$ cat src/rtl/ahb_burst_pkg.sv
// Shared encodings and burst-shape helpers for the AHB burst checker.
// Pure declarations; no clocked logic.
package ahb_burst_pkg;

  typedef enum logic [1:0] {
    TR_IDLE   = 2'd0,
    TR_BUSY   = 2'd1,
    TR_NONSEQ = 2'd2,
    TR_SEQ    = 2'd3
  } htrans_e;

  typedef enum logic [2:0] {
    BR_SINGLE = 3'd0,
    BR_INCR   = 3'd1,
    BR_WRAP4  = 3'd2,
    BR_INCR4  = 3'd3,
    BR_WRAP8  = 3'd4,
    BR_INCR8  = 3'd5,
    BR_WRAP16 = 3'd6,
    BR_INCR16 = 3'd7
  } hburst_e;

  typedef enum logic [2:0] {
    ERR_NONE    = 3'd0,
    ERR_ADDR    = 3'd1,
    ERR_ATTR    = 3'd2,
    ERR_EARLY   = 3'd3,
    ERR_NOBURST = 3'd4,
    ERR_SIZE    = 3'd5,
    ERR_1KB     = 3'd6,
    ERR_ALIGN   = 3'd7
  } err_e;

  typedef enum logic {
    ST_IDLE  = 1'b0,
    ST_BURST = 1'b1
  } state_e;

  // Zero means unbounded (INCR).
  function automatic logic [4:0] beats_total(input hburst_e b);
    case (b)
      BR_SINGLE:           return 5'd1;
      BR_WRAP4, BR_INCR4:  return 5'd4;
      BR_WRAP8, BR_INCR8:  return 5'd8;
      BR_WRAP16, BR_INCR16: return 5'd16;
      default:             return 5'd0;
    endcase
  endfunction

  function automatic logic [2:0] beats_log2(input hburst_e b);
    case (b)
      BR_WRAP4, BR_INCR4:   return 3'd2;
      BR_WRAP8, BR_INCR8:   return 3'd3;
      BR_WRAP16, BR_INCR16: return 3'd4;
      default:              return 3'd0;
    endcase
  endfunction

  function automatic logic is_wrap(input hburst_e b);
    return (b == BR_WRAP4) || (b == BR_WRAP8) || (b == BR_WRAP16);
  endfunction

  function automatic logic is_incr(input hburst_e b);
    return !is_wrap(b) && (b != BR_SINGLE);
  endfunction

endpackage

$ cat src/rtl/ahb_next_addr.sv
// Next expected SEQ address for incrementing and wrapping bursts.
// Latency: combinational. Backpressure: none (pure function of inputs).
module ahb_next_addr
  import ahb_burst_pkg::*;
#(
  parameter int ADDR_W = 32
) (
  input  logic [ADDR_W-1:0] addr,
  input  logic [2:0]        size,
  input  hburst_e           burst,
  output logic [ADDR_W-1:0] next_addr
);

  logic [ADDR_W-1:0] step;
  logic [ADDR_W-1:0] sum;
  logic [ADDR_W-1:0] mask;
  logic [4:0]        wrap_sh;

  always_comb begin
    step    = ADDR_W'(1) << size;
    sum     = addr + step;
    // Wrap boundary is beats * 2^size, i.e. a shift by size + log2(beats).
    wrap_sh = {2'b00, size} + {2'b00, beats_log2(burst)};
    mask    = (ADDR_W'(1) << wrap_sh) - ADDR_W'(1);
    if (is_wrap(burst)) begin
      next_addr = (addr & ~mask) | (sum & mask);
    end else begin
      next_addr = sum;
    end
  end

endmodule

$ cat config.mk
export PLATFORM = sky130hd
export DESIGN_NAME = ahb_next_addr
export DESIGN_NICKNAME = d
export VERILOG_FILES = /design/src/rtl/ahb_burst_pkg.sv /design/src/rtl/ahb_next_addr.sv
export SDC_FILE = /design/constraint.sdc
export NUM_CORES = 1
export LEC_CHECK = 0
export ABC_AREA = 1
export BUFFER_PORTS_ARGS = -buffer_cell sky130_fd_sc_hd__buf_2
export CORE_ASPECT_RATIO = 1.5
export CORE_MARGIN = 4
export CORE_UTILIZATION = 49
export DETAILED_ROUTE_END_ITERATION = 8
export GPL_TIMING_DRIVEN = 0
export PLACE_DENSITY = 0.82
export REMOVE_ABC_BUFFERS = 1
export SLEW_MARGIN = 5
export SYNTH_ARGS = -nofsm -noshare
export SYNTH_HDL_FRONTEND = slang
export SYNTH_SLANG_ARGS = --single-unit
$ cat constraint.sdc
create_clock -name vclk -period 2.4
set_clock_uncertainty 0.1 [all_clocks]
set_input_delay 0.12 -clock vclk [all_inputs]
set_output_delay 0.12 -clock vclk [all_outputs]
set_load 0.02 [all_outputs]
== Word level (Yosys, flattened, before mapping) ==
Index checks and enable logic that the tools add are counted.

* Register bits after elaboration: 0
* Bits of input ports: 38
* Output and inout port bits: 32
* Logic and storage cells: 22

* Add/subtract/negate cells: 3
* Eq/ne operators: 6
* Shifts and indexed selects: 2
* Mux-type cells: 2
* Bitwise logic cells: 4
* Reductions and logical operators: 5

{| class="wikitable"
|+ Operator list
! cell !! count
|-
| AND 32 bit || 2
|-
| adder 32 bit || 1
|-
| two-way mux 32 bit || 1
|-
| NOT 32 bit || 1
|-
| OR 32 bit || 1
|-
| << shifter 1 x 3 -> 32 bit, first input constant || 1
|-
| << shifter 1 x 4 -> 32 bit, first input constant || 1
|-
| subtractor 32 x 2 -> 32 bit, second input constant || 1
|-
| equality test 3 bit, second input constant || 4
|-
| one-hot mux 3 bit (3 select lines) || 1
|-
| equality test 3 x 2 -> 1 bit, second input constant || 2
|-
| OR reduction 2 bit || 3
|-
| adder 3 x 3 -> 4 bit || 1
|-
| logical OR 1 bit || 2
|}

== Logic depth before layout (Yosys ltp) ==
* Depth in word-level cells: 10
* Mapped depth: 21
* Depth with buffers taken out: 20

== Worst setup path after synthesis ==
No wires, ideal clock.

* Kind: input port to output port
* Start: in burst[1]
* End: out next_addr[15]
* Arrival time: 2.382 ns
* Required time: 2.180 ns
* Setup slack: -0.202 ns
* Stages on the path: 15
* Buffers on the path: 0
* Cells stage by stage: inv_1 -> ha_1 -> ha_1 -> inv_1 -> fa_1 -> inv_2 -> nand2_1 -> nor2_1 -> inv_1 -> nor2_1 -> inv_1 -> ha_1 -> nand2_1 -> nand2_1 -> xor2_1

* Longest elaborated chain between the ends: 10

{| class="wikitable"
|+ RTL lines
! element !! line !! text
|-
| from (decl) || ahb_next_addr.sv:10 || <nowiki>input hburst_e burst,</nowiki>
|-
| equality test 3 bit (tied with other cells) || ahb_burst_pkg.sv:51, ahb_burst_pkg.sv:60 ||
|-
| OR reduction 2 bit || ahb_burst_pkg.sv:51 || <nowiki>case (b)</nowiki>
|-
| one-hot mux 3 bit (3 select lines) || ahb_burst_pkg.sv:51 ||
|-
| adder 3 x 3 -> 4 bit || ahb_next_addr.sv:23 || <nowiki>wrap_sh = {2'b00, size} + {2'b00, beats_log2(burst)};</nowiki>
|-
| << shifter 1 x 4 -> 32 bit || ahb_next_addr.sv:24 || <nowiki>mask = (ADDR_W'(1) << wrap_sh) - ADDR_W'(1);</nowiki>
|-
| subtractor 32 x 2 -> 32 bit || ahb_next_addr.sv:24 ||
|-
| NOT 32 bit || ahb_next_addr.sv:26 || <nowiki>next_addr = (addr & ~mask) | (sum & mask);</nowiki>
|-
| AND 32 bit || ahb_next_addr.sv:26 ||
|-
| OR 32 bit || ahb_next_addr.sv:26 ||
|-
| two-way mux 32 bit * || ahb_next_addr.sv:25 || <nowiki>if (is_wrap(burst)) begin</nowiki>
|-
| to (decl) || ahb_next_addr.sv:11 || <nowiki>output logic [ADDR_W-1:0] next_addr</nowiki>
|}

Mark *: on every way between the ends. The rest lies on a longest branch, timed or not.

== Final worst setup path ==
* Start: in burst[1]
* End: out next_addr[6]

Same word-level chain as after synthesis.

==> flow_summary.ini <==
[place]
placedCellCount = 501
dp_hpwl_um = 5390
postPlaceCellArea_mm2 = 0.00239
routabilityCongestion = 0.949
port_buffers = 70

[timing]
setup_viol = 18
max_freq_mhz = 375
layout_min_cycle_time_ns = 2.67
worst_pin_slew_ns = 0.574
grt_setup_unrepaired = true
finalHoldViolCount = 0
max_slew_margin_pct = 61.6
timing.final.crit_share_pct = 111
final_max_slew_viol_count = 0
fin_ws_ns = -0.269
finalSetupTns_ns = -2.30

[grt]
grt_first_pass_wirelength_um = 11300
grt_antenna_before_repair = 0
grt_use_total_pct = 27.0
grt-ovfl-total = 0
grt_max_degree = 21
grt_pass1_vias = 2751

[clock_tree]
holdBufCountCts = 0

[outcome]
violations = setup timing
status = finished with violations

[yosys]
ys_seq_area_share_pct = 0
synth_area_leader_cell = nand2_1
synth.area.top_cells = nand2_1 25%, inv_1 13%, ha_1 10%, nand3_1 7.5%, nor2_1 6.0%
syn_area_per_cell_um2 = 5.15
netlist.area_leader.share_pct = 25.5
syn_inst = 389
syn-cell-area_mm2 = 0.00200
synth.distinct_cells = 34
yosys_warnings = 0

[die]
fp.dieW_um = 60.2
num_io_pins = 70
fp.dieH_um = 86.3
rows = 28
start_util_pct = 50.6
fp.dieArea_mm2 = 0.00520
fp.coreArea_mm2 = 0.00396

[layout]
sequential_cell_total = 0
multi_input_area_mm2 = 0.00200
finish.instance_area_mm2 = 0.00297
n_clock_buffer = 0
antenna_cells = 0
areaGrowthSynthToFinish_pct = 48.2
mostFrequentLayoutCell = nand2_1
fillers = 319
instances_no_fill = 523
layout.nets = 536
regArea_um2 = 0
final_cell_mix = 119 x nand2_1, 61 x inv_1, 49 x buf_2
drive_gt1_share_pct = 34.9

[min_path]
holdPathStages = 3
hold_path_end = next_addr[31]
hp-class = primary input to output port
hp-start = addr[31]

[route]
routedWlPerCell_um = 14.9
firstDrtPassIters = 4
via_per_inst = 5.54
drtIter0Drc = 238
via_count = 2895
routed_wl_um = 7770
drc = 0
ant_nets = 0

[critical_path]
arrival_ns = 2.45
critPathLaunchType = primary input
critPathKind = primary input to output port
critPathRequiredTime_ns = 2.18
endpoint_kind = output port
critical_path.max_fanout = 5

[flow_run]
cap_viol_max_count = 0

[power]
ir_drop_mv = 0.241
power_density_mw_per_mm2 = 267
p_leak_nw = 1.61
==> routing by layer <==
| metal | global-route usage [%] | vias to the layer above | part of all wire, % |
|---|---|---|---|
| met4 | 14.7 | 0 | 6.4 |
| met2 | 50.9 | 148 | 52 |
| met5 | 0 | - | 0 |
| met3 | 2.53 | 39 | 6.8 |
| li1 | - | 1420 | - |
| met1 | 27.7 | 1288 | 35 |
==> worst max-delay path: stages <==
cell     delay, ns
buf_8         0.10
inv_4         0.04
ha_4          0.12
ha_4          0.13
inv_2         0.04
fa_2          0.37
inv_2         0.07
nand2_2       0.06
nand2_4       0.13
nand2_4       0.07
nor2_4        0.16
nand2_4       0.09
ha_4          0.19
nand2_1       0.10
inv_1         0.06
nand2_1       0.08
nand3_2       0.11
o21ai_1       0.19
inv_1         0.06
buf_4         0.15
==> report_power, final <==
part           total, mW  internal, mW  leakage (nW)  switching [mW]
Sequential             0             0             0               0
Clock                  0             0             0               0
Combinational      0.793         0.310          1.61           0.483
Total              0.793         0.310          1.61           0.483
==> worst max path at each step <==
| stage | start | end | slack, ns | cells after the start |
|---|---|---|---|---|
| global placement | burst[1] | next_addr[5] | -0.58 | 8 |
| finish | burst[1] | next_addr[6] | -0.27 | 20 |
| detailed placement | burst[1] | next_addr[10] | -0.62 | 22 |
| global route | burst[1] | next_addr[6] | -0.36 | 20 |
| CTS | burst[1] | next_addr[10] | -0.18 | 19 |
| floorplan | burst[1] | next_addr[15] | -0.25 | 15 |
==> final cells by class <==
class / instances / area share (%)
inverters: 73 / 9.65
multi-input cells: 313 / 67.4
well taps: 45 / 1.90
repair buffers: 92 / 21.0
==> timing repair <==
action	4_1_cts	5_1_grt
hold endpoints to repair	0	0
endpoints found under the setup margin	20	22
setup buffers	7	15
pin swaps	31	35
gates resized for setup	75	44
==> synth_stat cells, drive strengths merged <==
library cell,instances
buf,3
xor2,9
nor4,2
a21boi,2
nand3,34
nor3,18
nor2,35
nand4,17
clkinv,1
o21ai,9
nand2,143
a21oi,6
xnor2,6
nand3b,6
o2111ai,1
ha,16
fa,2
a21o,1
o211ai,2
inv,72
mux2i,3
or2,1
==> through the flow <==
stage	hold slack [ns]	power [mW]	worst slack [ns]	util (%)
2_1_floorplan	0.268	0.375	-0.246	-
3_3_place_gp	0.428	0.537	-0.579	60.3
3_5_place_dp	0.431	0.545	-0.623	60.4
4_1_cts	0.426	0.663	-0.175	68.1
5_1_grt	0.443	0.854	-0.356	75.0
6_report	0.423	0.793	-0.269	75.0
==> cells by family (layout without fill, tap and decap cells) <==
kind of cell               count (synthesis)  after routing  synth area share, %
buffers and inverters                     76            165                 14.7
and+or+nand+nor                          256            256                 59.0
muxes                                      3              3                 1.50
AOI/OAI and AO/OA                         21             21                 6.25
adders and majority gates                 18             18                 12.0
xor gates and xnor gates                  15             15                 6.56
(Power assumes the default switching activity.)
